<file path="config.mk">
export PLATFORM = sky130hd
export DESIGN_NAME = fir_coeff_ctrl_flat
export DESIGN_NICKNAME = d
export VERILOG_FILES = /design/src/rtl/fir_coeff_ctrl_if.sv /design/src/rtl/fir_coeff_ctrl.sv /design/src/flat_wrapper.sv
export SDC_FILE = /design/constraint.sdc
export NUM_CORES = 1
export LEC_CHECK = 0
export ABC_CLOCK_PERIOD_IN_PS = 4210
export CAP_MARGIN = 20
export CORE_UTILIZATION = 33
export CTS_CLUSTER_SIZE = 10
export DETAILED_ROUTE_END_ITERATION = 8
export MAX_ROUTING_LAYER = met4
export PLACE_DENSITY = 0.68
export SLEW_MARGIN = 15
export SYNTH_ARGS = -nofsm -noshare
export SYNTH_HDL_FRONTEND = slang
export SYNTH_SLANG_ARGS = --single-unit
export TNS_END_PERCENT = 50
</file>
<file path="constraint.sdc">
create_clock -name clk -period 4.21 [get_ports clk]
set_input_delay 1.263 -clock clk [delete_from_list [all_inputs] [get_ports clk]]
set_output_delay 1.263 -clock clk [all_outputs]
set_load 0.05 [all_outputs]
</file>
<file path="src/rtl/fir_coeff_ctrl_if.sv">
// Stream and FIR-core bundle for the coefficient sequencer.
// The master side feeds input beats and observes the FIR-facing outputs.
// The slave side (the sequencer) consumes beats and drives the FIR core.
interface fir_coeff_ctrl_if #(
    parameter int NUM_TAPS = 4,
    parameter int COEFF_W  = 8,
    parameter int DATA_W   = 8
) ();
    logic                          s_axis_fir_tvalid;
    logic [DATA_W-1:0]             s_axis_fir_tdata;
    logic [NUM_TAPS*COEFF_W-1:0]   coeff_flat;
    logic                          coeff_valid;
    logic                          fir_sample_en;
    logic [DATA_W-1:0]             fir_sample_data;
    logic                          fir_clear;

    modport master (
        output s_axis_fir_tvalid, s_axis_fir_tdata,
        input  coeff_flat, coeff_valid, fir_sample_en, fir_sample_data, fir_clear
    );

    modport slave (
        input  s_axis_fir_tvalid, s_axis_fir_tdata,
        output coeff_flat, coeff_valid, fir_sample_en, fir_sample_data, fir_clear
    );
endinterface

</file>
<file path="src/rtl/fir_coeff_ctrl.sv">
// FIR coefficient sequencer: a rising edge on s_set_coeffs starts a load of
// NUM_TAPS coefficient beats, then the FIR delay line is cleared for
// NUM_TAPS cycles, then input beats are forwarded to the FIR core as samples.
// A beat arriving in IDLE or FLUSH is counted as dropped, including one that
// coincides with a load-start edge (the edge wins, the beat is discarded).
module fir_coeff_ctrl #(
    parameter int NUM_TAPS = 4,
    parameter int COEFF_W  = 8,
    parameter int DATA_W   = 8
) (
    input  logic                 clk,
    input  logic                 reset,
    input  logic                 s_set_coeffs,
    fir_coeff_ctrl_if.slave      bus,
    output logic                 load_busy,
    output logic [7:0]           drop_cnt
);
    localparam int IDX_W = (NUM_TAPS > 2) ? $clog2(NUM_TAPS) : 1;
    localparam logic [IDX_W-1:0] LAST_IDX = IDX_W'(NUM_TAPS - 1);

    typedef enum logic [1:0] {
        ST_IDLE  = 2'd0,
        ST_LOAD  = 2'd1,
        ST_FLUSH = 2'd2,
        ST_RUN   = 2'd3
    } state_t;

    state_t               r_state;
    state_t               w_state_nxt;
    logic                 r_set_q;
    logic                 w_edge;
    logic [IDX_W-1:0]     r_idx;
    logic [IDX_W-1:0]     w_idx_nxt;
    logic [IDX_W-1:0]     r_flush_cnt;
    logic [IDX_W-1:0]     w_flush_cnt_nxt;
    logic                 w_coeff_we;
    logic                 w_sample_take;
    logic                 w_drop;
    logic [COEFF_W-1:0]   r_coeff [NUM_TAPS];
    logic [NUM_TAPS*COEFF_W-1:0] w_coeff_flat;
    logic                 r_coeff_valid;
    logic                 r_sample_en;
    logic [DATA_W-1:0]    r_sample_data;
    logic                 r_fir_clear;
    logic                 r_load_busy;
    logic [7:0]           r_drop_cnt;

    assign w_edge = s_set_coeffs & ~r_set_q;

    // Next-state, tap index, flush counter and per-cycle strobes.
    always_comb begin
        w_state_nxt     = r_state;
        w_idx_nxt       = r_idx;
        w_flush_cnt_nxt = r_flush_cnt;
        w_coeff_we      = 1'b0;
        w_sample_take   = 1'b0;
        w_drop          = bus.s_axis_fir_tvalid &
                          ((r_state == ST_IDLE) | (r_state == ST_FLUSH));
        if (w_edge) begin
            w_state_nxt = ST_LOAD;
            w_idx_nxt   = '0;
        end else begin
            case (r_state)
                ST_IDLE: begin
                    w_state_nxt = ST_IDLE;
                end
                ST_LOAD: begin
                    if (bus.s_axis_fir_tvalid) begin
                        w_coeff_we = 1'b1;
                        if (r_idx == LAST_IDX) begin
                            w_state_nxt     = ST_FLUSH;
                            w_idx_nxt       = '0;
                            w_flush_cnt_nxt = '0;
                        end else begin
                            w_idx_nxt = r_idx + IDX_W'(1);
                        end
                    end else begin
                        w_state_nxt = ST_LOAD;
                    end
                end
                ST_FLUSH: begin
                    if (r_flush_cnt == LAST_IDX) begin
                        w_state_nxt = ST_RUN;
                    end else begin
                        w_flush_cnt_nxt = r_flush_cnt + IDX_W'(1);
                    end
                end
                ST_RUN: begin
                    w_sample_take = bus.s_axis_fir_tvalid;
                end
                default: begin
                    w_state_nxt = ST_IDLE;
                end
            endcase
        end
    end

    // State register plus status outputs registered alongside the state.
    always_ff @(posedge clk) begin
        if (reset) begin
            r_state       <= ST_IDLE;
            r_set_q       <= 1'b0;
            r_idx         <= '0;
            r_flush_cnt   <= '0;
            r_coeff_valid <= 1'b0;
            r_fir_clear   <= 1'b0;
            r_load_busy   <= 1'b0;
        end else begin
            r_state       <= w_state_nxt;
            r_set_q       <= s_set_coeffs;
            r_idx         <= w_idx_nxt;
            r_flush_cnt   <= w_flush_cnt_nxt;
            r_coeff_valid <= (w_state_nxt == ST_RUN);
            r_fir_clear   <= (w_state_nxt == ST_FLUSH);
            r_load_busy   <= (w_state_nxt == ST_LOAD) | (w_state_nxt == ST_FLUSH);
        end
    end

    // Coefficient bank; never cleared by a new load, only overwritten.
    always_ff @(posedge clk) begin
        if (reset) begin
            for (int k = 0; k < NUM_TAPS; k++) begin
                r_coeff[k] <= '0;
            end
        end else begin
            for (int k = 0; k < NUM_TAPS; k++) begin
                if (w_coeff_we && (r_idx == IDX_W'(k))) begin
                    r_coeff[k] <= COEFF_W'(bus.s_axis_fir_tdata);
                end
            end
        end
    end

    // Sample strobe/data to the FIR core and saturating drop counter.
    always_ff @(posedge clk) begin
        if (reset) begin
            r_sample_en   <= 1'b0;
            r_sample_data <= '0;
            r_drop_cnt    <= 8'd0;
        end else begin
            r_sample_en <= w_sample_take;
            if (w_sample_take) begin
                r_sample_data <= bus.s_axis_fir_tdata;
            end
            if (w_drop && (r_drop_cnt != 8'd255)) begin
                r_drop_cnt <= r_drop_cnt + 8'd1;
            end
        end
    end

    // Flatten the bank so tap k sits at [k*COEFF_W +: COEFF_W].
    always_comb begin
        w_coeff_flat = '0;
        for (int k = 0; k < NUM_TAPS; k++) begin
            w_coeff_flat[k*COEFF_W +: COEFF_W] = r_coeff[k];
        end
    end

    assign bus.coeff_flat      = w_coeff_flat;
    assign bus.coeff_valid     = r_coeff_valid;
    assign bus.fir_sample_en   = r_sample_en;
    assign bus.fir_sample_data = r_sample_data;
    assign bus.fir_clear       = r_fir_clear;
    assign load_busy           = r_load_busy;
    assign drop_cnt            = r_drop_cnt;
endmodule
</file>
<file path="src/flat_wrapper.sv">
// flat-port wrapper written by rule: the top's interface ports become plain ports
module fir_coeff_ctrl_flat 
#(
    parameter int NUM_TAPS = 4,
    parameter int COEFF_W  = 8,
    parameter int DATA_W   = 8
)
  (clk, reset, s_set_coeffs, load_busy, drop_cnt, bus_s_axis_fir_tvalid, bus_s_axis_fir_tdata, bus_coeff_flat, bus_coeff_valid, bus_fir_sample_en, bus_fir_sample_data, bus_fir_clear);
  fir_coeff_ctrl_if #(.NUM_TAPS(NUM_TAPS), .COEFF_W(COEFF_W), .DATA_W(DATA_W)) bus_i ();
  input  logic clk;
  input  logic reset;
  input  logic s_set_coeffs;
  output logic load_busy;
  output logic [7:0] drop_cnt;
  input wire logic [$bits(bus_i.s_axis_fir_tvalid)-1:0] bus_s_axis_fir_tvalid;
  input wire logic [$bits(bus_i.s_axis_fir_tdata)-1:0] bus_s_axis_fir_tdata;
  output wire logic [$bits(bus_i.coeff_flat)-1:0] bus_coeff_flat;
  output wire logic [$bits(bus_i.coeff_valid)-1:0] bus_coeff_valid;
  output wire logic [$bits(bus_i.fir_sample_en)-1:0] bus_fir_sample_en;
  output wire logic [$bits(bus_i.fir_sample_data)-1:0] bus_fir_sample_data;
  output wire logic [$bits(bus_i.fir_clear)-1:0] bus_fir_clear;
  assign bus_i.s_axis_fir_tvalid = bus_s_axis_fir_tvalid;
  assign bus_i.s_axis_fir_tdata = bus_s_axis_fir_tdata;
  assign bus_coeff_flat = bus_i.coeff_flat;
  assign bus_coeff_valid = bus_i.coeff_valid;
  assign bus_fir_sample_en = bus_i.fir_sample_en;
  assign bus_fir_sample_data = bus_i.fir_sample_data;
  assign bus_fir_clear = bus_i.fir_clear;
  fir_coeff_ctrl #(.NUM_TAPS(NUM_TAPS), .COEFF_W(COEFF_W), .DATA_W(DATA_W)) u_core (.clk(clk), .reset(reset), .s_set_coeffs(s_set_coeffs), .bus(bus_i), .load_busy(load_busy), .drop_cnt(drop_cnt));
endmodule
</file>
==> results.cfg <==
[route]
vias = 1879
vias_per_cell = 4.84
wirelength_um = 5160
drt_iter0_markers = 73
drc = 0
ant_nets = 0
wl_per_cell_um = 13.3
drt-pass1-iter-count = 5

[clock_network]
holdBufCountCts = 0
numCtsBuffers = 9
cts_setup_buffers = 0
cts-root-buf = clkbuf_8
cts_max_level = 3
cts-resized-gates = 0
clk_path_buf_depth = 2
numClockSinks = 59
clk_latency_ns = 0.33
cts_tree = yes
clkTransAtPathRegs_ns = 0.06

[timing]
min_period_ns = 2.96
whs_ns = 0.478
setup_viol = 0
period_share_pct = 70.3
fin_worst_skew_ns = 0.00484
final-hold-violation-count = 0
rsz0062_at_grt = no
setup_tns_ns = 0
final_max_slew_viol_count = 0
max_freq_mhz = 338
slew_headroom_pct = 45.5
worst_pin_slew_ns = 0.815

[synthesis]
netlist_instances = 215
synth_warnings = 0
syn-cell-area_mm2 = 0.00264
synth_seq_cells = 59
ys_async_sr_fraction_pct = 0
syn-num-nets = 236
syn_avg_cell_area_um2 = 12.3
synthFlopType = edfxtp_1
synth_seq_area_share_pct = 56.9
synth_cell_types = 45
synth_edf_count = 32

[setup_path]
worst_path_max_delay_cell = clkdlybuf4s50_1
reg2reg_slack_ns = 2.41
path_class = reg2out
cp.arrival_ns = 1.70
worstRegToRegCells = 3
timing.rr.start = u_core.r_state[0]$_SDFF_PP0_
path_cells = clkdlybuf4s50_1
path_max_fanout = 9
worstReg2RegEnd = u_core.r_coeff[3][4]$_SDFFCE_PN0P_
critPathRequiredTime_ns = 2.95
end_kind = primary output
worstSetupStartpointType = register
crit_buf_inv = 1
slowest_delay_ns = 0.87
critPathTopFamily = buffers and inverters

[global_routing]
grt_util_all_layers_pct = 13.4
grt_pass1_wl_um = 8270
antenna_found_initial = 0
grt_pass1_vias = 1680
grt_max_degree = 19
grt_remaining_overflow = 0

[finish]
antenna_cells = 0
drive_gt1_share_pct = 9.09
areaGrowthSynthToFinish_pct = 34.0
post-route-util_pct = 45.7
finalNetCount = 303

[placed_design]
io_buffers = 63
gp_congestion = 0.754
post-dp-hpwl_um = 3730

[floorplan]
core_mm2 = 0.00773
io_pins = 64
chipWidth_um = 91.4
start_util_pct = 34.1
die-area_mm2 = 0.00835
die_y_um = 91.4
rows = 32

[pwr]
vdd_drop_max_v = 0.000141
power.density_mw_per_mm2 = 355
p_leak_uw = 0.00133

[worst_hold_path]
min_path_cells = 2
holdPathEnd = u_core.bus.fir_sample_data[1]$_SDFFE_PP0P_
worstHoldPathType = reg2reg
min-delay-start = u_core.bus.fir_sample_data[1]$_SDFFE_PP0P_

[outcome]
status = finished, final reports clean

[job]
maxCapViolCount = 0
[where the power goes]
part           leakage, uW  switching [uW]  total (uW)  internal (uW)
Sequential        0.000550            9.93         632            622
Combinational     0.000692            95.5         144           48.7
Clock            0.0000862             213         477            264
[tightest hold or removal path: stages, from the launching register on]
cell and delay [ns]:
dfxtp_1 0.31, o21ai_0 0.06, a21oi_1 0.06
[placed cells by master, fill, tap and decap left out, types with 5 or more instances in the layout]
cell             count
nand2b_1             5
and2_1              33
edfxtp_1            32
nor2_1               7
a21oi_1             11
o21ai_0              8
ha_1                 9
nor3_1               5
dfxtp_1             27
clkdlybuf4s50_1     63
nand3_1             11
clkbuf_8             9
nor2b_1              6
[final cells by class]
cell class	instances	area, um^2
inverters	3	11.3
clock inverters	6	57.6
repair buffers	67	661
multi-input cells	142	1050
fillers	698	4190
clock buffers	9	124
well taps	102	128
flip-flops and latches	59	1500
[Yosys cell counts, drive strengths merged (2+ instances only)]
library cell  number  area [um^2]
a21oi             11         55.1
nor2               7         26.3
edfxtp            32          961
a31oi              2         12.5
a21boi             2         15.0
inv                3         11.3
o21ai              9         45.0
and4b              2         20.0
ha                 9          113
a21o               4         30.0
nand2b             5         31.3
nor4b              4         95.1
nand2              3         11.3
nor3               5         25.0
a211oi             5         52.6
nand3             11         55.1
and4               2         17.5
and3               3         20.0
dfxtp             27          541
nor2b              6         37.5
mux2i              4         40.0
buf               10         70.1
and2              33          206
[how the worst max path moves through the flow]
stage	slack [ns]	start	cells after the start	endpoint
after detailed placement	1.07	bus_s_axis_fir_tvalid	4	u_core.r_coeff[3][6]$_SDFFCE_PN0P_
after CTS	1.24	u_core.drop_cnt[5]$_SDFFE_PP0P_	1	drop_cnt[5]
after floorplan	1.83	bus_s_axis_fir_tvalid	4	u_core.r_coeff[0][0]$_SDFFCE_PN0P_
after global routing	1.19	u_core.drop_cnt[5]$_SDFFE_PP0P_	1	drop_cnt[5]
after global placement	1.10	bus_s_axis_fir_tvalid	4	u_core.r_coeff[3][6]$_SDFFCE_PN0P_
final	1.25	u_core.drop_cnt[5]$_SDFFE_PP0P_	1	drop_cnt[5]
[per-layer routing]
layer	track usage [%]	part of all wire [%]
met1	15.7	45
met2	21.1	48
met3	5.53	6.6
met4	3.97	1.1
met5	-	0
[kinds of logic (layout without fill, tap and decap cells)]
logic type                 Yosys count  in the layout  share of synthesized area (%)
and+or+nand+nor                     90             90                           24.0
DFF                                 59             59                           56.9
AOI/OAI and AO/OA                   38             38                           9.68
buffers and inverters               14             85                           3.23
adders and majority gates            9              9                           4.27
muxes                                5              5                           1.95
[state kept, by name, summed over array words and instances, names as in the netlist]
name	cells
u_core.r_flush_cnt	2
u_core.drop_cnt	8
u_core.r_coeff	32
u_core.r_idx	2
u_core.bus.fir_sample_en	1
u_core.bus.fir_sample_data	8
u_core.bus.fir_clear	1
u_core.bus.coeff_valid	1
u_core.load_busy	1
u_core.r_set_q	1
u_core.r_state	2
[metrics by stage]
step                      total power (uW)  setup WS (ns)  instance area [um^2]  std cells
final                                 1250           1.25                  3530        388
after global routing                  1290           1.19                  3530        388
after CTS                             1270           1.24                  3530        388
after detailed placement               790           1.07                  3350        373
after global placement                 789           1.10                  3350        373
after floorplan                        738           1.83                  2640        215
Note: power is estimated with default switching activity, not from simulation.
